--- src/rtl/pc_sequencer.sv ---
// Program-counter sequencer for the single-cycle MIPS front end: post-reset hold, RUN/HALTED
// control, prioritised next-PC redirect, misaligned-jr trap and a saturating retired counter.
module pc_sequencer #(
  parameter int          WIDTH        = 32,
  parameter logic [31:0] RESET_VECTOR = 32'h0000_0000,
  parameter logic [31:0] EXC_VECTOR   = 32'h8000_0180,
  parameter int          INC          = 4,
  parameter int          HOLD_CYCLES  = 1,
  parameter int          CNT_WIDTH    = 32
) (
  input  logic                 clk,
  input  logic                 reset,
  input  logic                 stall,
  input  logic                 halt_req,
  input  logic                 resume,
  input  logic                 branch_taken,
  input  logic [WIDTH-1:0]     branch_offset,
  input  logic                 jump,
  input  logic [25:0]          jump_index,
  input  logic                 jr,
  input  logic [WIDTH-1:0]     jr_target,
  input  logic                 exception,
  output logic [WIDTH-1:0]     pc,
  output logic [WIDTH-1:0]     pc_plus_inc,
  output logic [1:0]           state,
  output logic                 addr_err,
  output logic [CNT_WIDTH-1:0] retired
);

  localparam logic [1:0] ST_HOLD   = 2'b00;
  localparam logic [1:0] ST_RUN    = 2'b01;
  localparam logic [1:0] ST_HALTED = 2'b10;

  localparam int              HCW       = (HOLD_CYCLES > 1) ? $clog2(HOLD_CYCLES) : 1;
  localparam logic [HCW-1:0]  HOLD_LAST = HCW'(HOLD_CYCLES - 1);
  localparam logic [WIDTH-1:0] RST_PC   = WIDTH'(RESET_VECTOR);
  localparam logic [WIDTH-1:0] EXC_PC   = WIDTH'(EXC_VECTOR);
  // Jump keeps only the region bits above bit 27 of the incremented PC.
  localparam logic [WIDTH-1:0] LOW_MASK = WIDTH'(28'hFFF_FFFF);

  logic [WIDTH-1:0]     pc_q, pc_d;
  logic [1:0]           state_q, state_d;
  logic [HCW-1:0]       hold_cnt_q, hold_cnt_d;
  logic                 addr_err_q, addr_err_d;
  logic [CNT_WIDTH-1:0] retired_q, retired_d;
  logic                 advance;
  logic [WIDTH-1:0]     jump_tgt;
  logic [WIDTH-1:0]     branch_tgt;

  assign pc_plus_inc = pc_q + WIDTH'(INC);
  assign jump_tgt    = (pc_plus_inc & ~LOW_MASK) | WIDTH'({jump_index, 2'b00});
  assign branch_tgt  = pc_plus_inc + (branch_offset << 2);

  always_comb begin
    pc_d       = pc_q;
    state_d    = state_q;
    hold_cnt_d = hold_cnt_q;
    addr_err_d = 1'b0;
    advance    = 1'b0;
    case (state_q)
      ST_HOLD: begin
        if (hold_cnt_q == HOLD_LAST) state_d = ST_RUN;
        else                         hold_cnt_d = hold_cnt_q + HCW'(1);
      end
      ST_RUN: begin
        // Exception is the only redirect that overrides a stall.
        if (exception) begin
          pc_d    = EXC_PC;
          advance = 1'b1;
        end else if (!stall) begin
          advance = 1'b1;
          if (jr) begin
            if (jr_target[1:0] != 2'b00) begin
              pc_d       = EXC_PC;
              addr_err_d = 1'b1;
            end else begin
              pc_d = jr_target;
            end
          end else if (jump) begin
            pc_d = jump_tgt;
          end else if (branch_taken) begin
            pc_d = branch_tgt;
          end else begin
            pc_d = pc_plus_inc;
          end
        end
        if (halt_req) state_d = ST_HALTED;
      end
      ST_HALTED: begin
        if (exception) begin
          pc_d    = EXC_PC;
          advance = 1'b1;
          state_d = ST_RUN;
        end else if (resume) begin
          state_d = ST_RUN;
        end
      end
      default: state_d = ST_HOLD;
    endcase
    retired_d = (advance && !(&retired_q)) ? retired_q + CNT_WIDTH'(1) : retired_q;
  end

  always_ff @(posedge clk) begin
    if (reset) begin
      pc_q       <= RST_PC;
      state_q    <= ST_HOLD;
      hold_cnt_q <= '0;
      addr_err_q <= 1'b0;
      retired_q  <= '0;
    end else begin
      pc_q       <= pc_d;
      state_q    <= state_d;
      hold_cnt_q <= hold_cnt_d;
      addr_err_q <= addr_err_d;
      retired_q  <= retired_d;
    end
  end

  assign pc       = pc_q;
  assign state    = state_q;
  assign addr_err = addr_err_q;
  assign retired  = retired_q;

endmodule

--- config.mk ---
export PLATFORM = sky130hd
export DESIGN_NAME = pc_sequencer
export DESIGN_NICKNAME = d
export VERILOG_FILES = /design/src/rtl/pc_sequencer.sv
export SDC_FILE = /design/constraint.sdc
export NUM_CORES = 1
export LEC_CHECK = 0
export BUFFER_PORTS_ARGS = -buffer_cell sky130_fd_sc_hd__buf_2
export CAP_MARGIN = 40
export CORE_ASPECT_RATIO = 0.6
export CORE_MARGIN = 4
export CORE_UTILIZATION = 40
export CTS_CLUSTER_DIAMETER = 40
export DETAILED_ROUTE_END_ITERATION = 10
export GPL_TIMING_DRIVEN = 0
export PLACE_DENSITY_LB_ADDON = 0.25
export SLEW_MARGIN = 25
export SYNTH_ARGS = -nofsm -noshare
export SYNTH_HDL_FRONTEND = slang
export SYNTH_SLANG_ARGS = --single-unit
--- constraint.sdc ---
create_clock -name clk -period 9.28 [get_ports clk]
set_clock_uncertainty 0.05 [all_clocks]
set_input_delay 0.928 -clock clk [delete_from_list [all_inputs] [get_ports clk]]
set_output_delay 0.928 -clock clk [all_outputs]
set_load 0.01 [all_outputs]
==> After elaboration in Yosys (flattened, before gate mapping) <==
Cells that the tools add are included.
W data, S select, Z words.
{ "totals": {"regBits": 68, "in_bits": 99, "out_inout_bits": 99, "elab_cells": 47} }
{ "classes": {"n_addsub": 4, "n_eq_ne": 7, "mux": 19, "bitwise_logic": 3, "reduce_logical": 9} }
{ "op_table": {"columns": ["op", "count"], "rows": [
  ["$mux W32", 7],
  ["$pmux W32 S2", 1],
  ["$add A32 B1 Y32 const B", 1],
  ["$add A32 B3 Y32 const B", 1],
  ["$add A32 B32 Y32", 1],
  ["$or A32 B28 Y32", 1],
  ["$reduce_and A32 Y1", 1],
  ["$mux W2", 4],
  ["$ne A2 B2 Y1 const B", 3],
  ["$ne A3 B3 Y1 const B", 2],
  ["$pmux W2 S3", 1],
  ["$reduce_and A3 Y1", 2],
  ["$mux W1", 5],
  ["$reduce_or A5 Y1", 1],
  ["$reduce_bool A2 Y1", 2],
  ["$eq A2 B1 Y1 const B", 1],
  ["$eq A2 B2 Y1 const B", 1],
  ["$logic_not A2 Y1", 1],
  ["$not A1 Y1", 2],
  ["$pmux W1 S2", 1],
  ["$add A1 B1 Y1 const B", 1],
  ["$logic_and A1 B1 Y1", 1],
  ["$logic_not A1 Y1", 1]
]} }

==> Longest topological paths before layout <==
{ "depth": {"ltp_word": 8, "depth_mapped": 17, "depth_no_buf": 16} }

==> Worst setup path before layout <==
No wires, ideal clock.
{ "synth_timing": {"kind": "register -> register", "start": "register pc_q[2], in the netlist pc[2]", "end": "register pc_q[31], in the netlist pc[31]", "setup_time_ps": 80, "arrival_time_ps": 3822, "required_ps": 9150, "path_slack_ps": 5329, "stages_incl_launch_ff": 17, "path_buffers": 1, "synth_period_minus_slack_ps": 3951, "path_cell_list": "dfxtp_1 -> ha_1 -> nand4_1 -> or4_4 -> nor2_1 -> xor2_1 -> ha_1 -> clkbuf_1 -> a21o_1 -> a21o_1 -> a21oi_1 -> o21ai_0 -> a2111o_1 -> o21ai_0 -> mux2i_1 -> xnor2_1 -> a211oi_2"} }
{ "synth_between": {"elab_chain_len": 8, "elab_cells_between_ends": 9, "classes_between": "add/sub: 2; mux: 6; bitwise: 1"} }
{ "synth_lines": {"columns": ["item", "line", "source"], "rows": [
  ["start: declaration", "41", "logic [WIDTH-1:0] pc_q, pc_d;"],
  ["start signal: assignment", "111", "pc_q <= pc_d;"],
  ["$add A32 B3 Y32", "50", "assign pc_plus_inc = pc_q + WIDTH'(INC);"],
  ["via pc_plus_inc[24]", "24", "output logic [WIDTH-1:0] pc_plus_inc,"],
  ["$add A32 B32 Y32", "52", "assign branch_tgt = pc_plus_inc + (branch_offset << 2);"],
  ["$mux W32", "81", "end else if (branch_taken) begin"],
  ["$mux W32", "79", "end else if (jump) begin"],
  ["$mux W32", "72", "if (jr) begin"],
  ["$mux W32", "70", "end else if (!stall) begin"],
  ["$mux W32", "67", "if (exception) begin"],
  ["$pmux W32 S2", "60", "case (state_q)"]
]} }
The timed path passes the listed nets, and every way through them passes these cells. The select of a mux whose other input is x is not followed.
A chain may end at the register's enable or synchronous reset.

==> Worst setup path in the final report <==
{ "layout_timing": {"start": "register pc_q[2], in the netlist pc[2]", "end": "register pc_q[31], in the netlist pc[31]"} }
{ "layout_between": {"elab_chain_len": 8, "elab_cells_between_ends": 9, "classes_between": "add/sub: 2; mux: 6; bitwise: 1"} }
{ "layout_lines": {"columns": ["item", "line"], "rows": [
  ["$add A32 B3 Y32 (*)", "50"],
  ["$add A32 B32 Y32", "52"],
  ["$mux W32", "81"],
  ["$mux W32 (*)", "79"],
  ["$mux W32 (*)", "72"],
  ["$mux W32 (*)", "70"],
  ["$mux W32 (*)", "67"],
  ["$pmux W32 S2 (*)", "60"]
]} }
Mark *: on every way between the ends. The rest lies on a longest branch, timed or not. The select of a mux whose other input is x is not followed.

==> run metrics <==
area leader, netlist dfxtp_1; Crit path depth 16; Synth Flop Type dfxtp_1; CP top delay family compound AO/OA/AOI/OAI gates; LEAKAGE between 3 and 4 nW; Cell Chain, Critical Path ha_1 -> nand4_1 -> or4_4 -> nor2_1 -> xor2_1 -> ha_1 -> clkbuf_1 -> a21o_1 -> a21o_1 -> a21oi_1 -> o21ai_0 -> a2111o_1 -> o21ai_0 -> mux2i_1 -> xnor2_1 -> a211oi_2; WP data arrival 4.69 ns; GR Layer Usage met2 0.332; Gate Count Post-Synth a little under 800; GR Overflow Total 0; antenna violations before repair 0; die footprint approximately 16000 um^2; setup bufs post-CTS 0; Initial Utilization 0.415; Reg area roughly 1300 um^2; CP Buf/Inv Count 1; YS warnings 0; period utilization 0.489; Fin. Hold Viols 0; Initial DRT Pass Iterations 5; FF-to-FF Start pc[2]; Yosys top cell area share 0.233; DP HPWL between 15 and 20 mm; core footprint 13900 um^2; first-pass GRT wire length 32.6 mm; max cap viols 0; Mapped Area 5760 um^2; CTS sink cnt 67; NumNets Final 1112; Final setup viols 0; Syn Area/Cell approximately 7.5 um^2; Worst Max-Slew Pin Slew around 0.79 ns; Min-Delay Startpoint pc[1]; 1st-iter DRT viols between 500 and 600; Die W 163 um; number of diodes 0; reg2reg path depth 16; Hold-fix buffers, CTS 0; crit path launch type flop; area grow syn2layout 26.9%; IO buf count about 190; grt peak-use layer met1; Finished Cell Area between 7000 and 8000 um^2; DRT antenna net count 0; Boundary Pins between 150 and 200; critical path class flop to flop; Setup crit end kind flop; Max Fclk about 220 MHz; Yosys cell types 73; Core Util, Final 0.527; worst-skew pair later-pin latency ~0.33 ns; CTS tree yes; WL per Instance 18.3 um; vias in the first global route ~5.8k; outcome completed; multi-input logic area between 4000 and 5000 um^2; crit path max fanout 8; RSZ-0062 raised after global routing false; FF-to-FF End pc[31]; Critical Path Sink pc[31]; Max stage delay on crit path about 0.64 ns; DRC viols 0; slowest cell on the critical path or4_4; Tmin final 4.54 ns; Power Density 124 nW/um^2; count leader, synth nand2_1; post-synthesis async set-or-reset flop share 0; M1 GR Usage 0.401; Tot GR Track Use 0.252; Hold Path Class flop to flop; Final GP Congestion just under 1; height of the die just over 100 um; GR Util met3 0.0670; Worst-path clk slew approximately 0.060 ns; clk root buf clkbuf_16; maximum vdd drop just over 0.08 mV; setup TNS 0 ns; EDFF count, synth 0; vias per cell 5.49; final WL 21.4 mm; Post-synth top cells 82 x nand2_1, 77 x nor2_1, 68 x a21oi_1; CP startpoint pc[2]; Num CTS Buffers 9; top post-synthesis cells by area dfxtp_1 23%, ha_1 8.5%, a21oi_1 5.9%, xnor2_1 5.8%, o21ai_0 5.5%; Pins Over Slew Limit 0; FF+latch count, synth 67; minimum setup slack among reg-to-reg paths 4.74 ns; Slew headroom 0.473; H-tree Lvls 3; Net Count, Synth just over 900; share of cells above drive strength 1 0.246; Post-DP Area roughly 7000 um^2; Resized Gates After CTS 0; Max clock buf depth 2; Fill cells between 1k and 1.5k; register area share after synthesis 0.233; pin count of the biggest net entering global routing 13; DR vias 6418; Rows 33; Required @ worst endpoint between 9 and 10 ns
## worst min-delay path by stage
stage / endpoint / slack [ns] / cells past startpoint
2_1_floorplan: pc[26] / 0.43 / 2
3_3_place_gp: pc[1] / 0.42 / 1
3_5_place_dp: pc[26] / 0.43 / 2
4_1_cts: pc[26] / 0.44 / 2
5_1_grt: pc[0] / 0.48 / 1
6_report: pc[1] / 0.44 / 1
## report_power, final
| group | internal (mW) | switching, mW | total [mW] |
|---|---|---|---|
| Combinational | 0.0782 | 0.125 | 0.203 |
| Sequential | 0.295 | 0.0115 | 0.306 |
| Clock | 0.262 | 0.138 | 0.400 |
## layout by cell type (no fill, tap or decap), drive strengths merged, types with 4 or more instances in the layout
cell type	synthesis	final
o31ai	4	4
nand2b	7	7
nor3	12	12
xnor2	39	39
o21a	5	5
buf	6	199
a31oi	8	8
dfxtp	67	67
a21oi	68	68
or3	7	7
and3	10	10
a211oi	16	16
xor2	34	34
nor2b	6	6
nor2	78	78
o21ai	66	66
a21o	20	20
and2	7	7
clkbuf	33	42
o221ai	4	4
and4	4	4
ha	39	39
a22oi	6	6
o211ai	4	4
nand3	37	37
nand2	83	83
o21bai	4	4
nand4	22	22
mux2i	8	8
inv	27	27
## sequential cells by signal, summed over array words and instances (netlist names)
register / cells
pc: 32
addr_err: 1
state: 2
retired: 32
## cell type report
cell class	count	share of cell area
clock inverters	7	0.0159
flip-flops and latches	67	0.184
plain buffers	40	0.0296
clock buffers	9	0.0308
well taps	192	0.0329
multi-input cells	635	0.561
inverters	27	0.0139
repair buffers	193	0.132
## metrics by stage
step,worst slack [ns],total power [mW],instances,hold WS (ns)
after detailed placement,4.84,0.510,1154,0.429
after floorplan,5.33,0.432,769,0.431
final,4.74,0.909,1170,0.436
after global placement,4.87,0.509,1154,0.415
after CTS,4.81,0.908,1170,0.439
after global routing,4.51,0.947,1170,0.476
## logic make-up (layout without fill, tap and decap cells)
family                   Yosys count  after routing  synth area share
flip-flops                        67             67             0.233
multiplexers                       9              9            0.0159
buffers and inverters             67            276            0.0552
adder cells (fa/ha/maj)           40             40            0.0882
XOR/XNOR                          73             73             0.117
AND/OR/NAND/NOR                  284            284             0.241
AO/OA/AOI/OAI                    229            229             0.250
## worst reg2reg max path: cells and delay by family, from the launching register on
| family | cells | cell delay, ns |
|---|---|---|
| AOI/OAI and AO/OA | 7 | 1.38 |
| xor gates and xnor gates | 2 | 0.48 |
| adders and majority gates | 2 | 0.59 |
| buffers and inverters | 1 | 0.19 |
| DFF | 1 | 0.49 |
| muxes | 1 | 0.25 |
| and+or+nand+nor | 3 | 0.98 |
## metal layers
metal  vias to the layer above  routed length (um)
met2                       290                8160
met3                        20                2270
met5                         -                   0
met1                      2939               10700
li1                       3169                   -
met4                         0                 291
No activity file was read; power rests on OpenSTA's default activity.
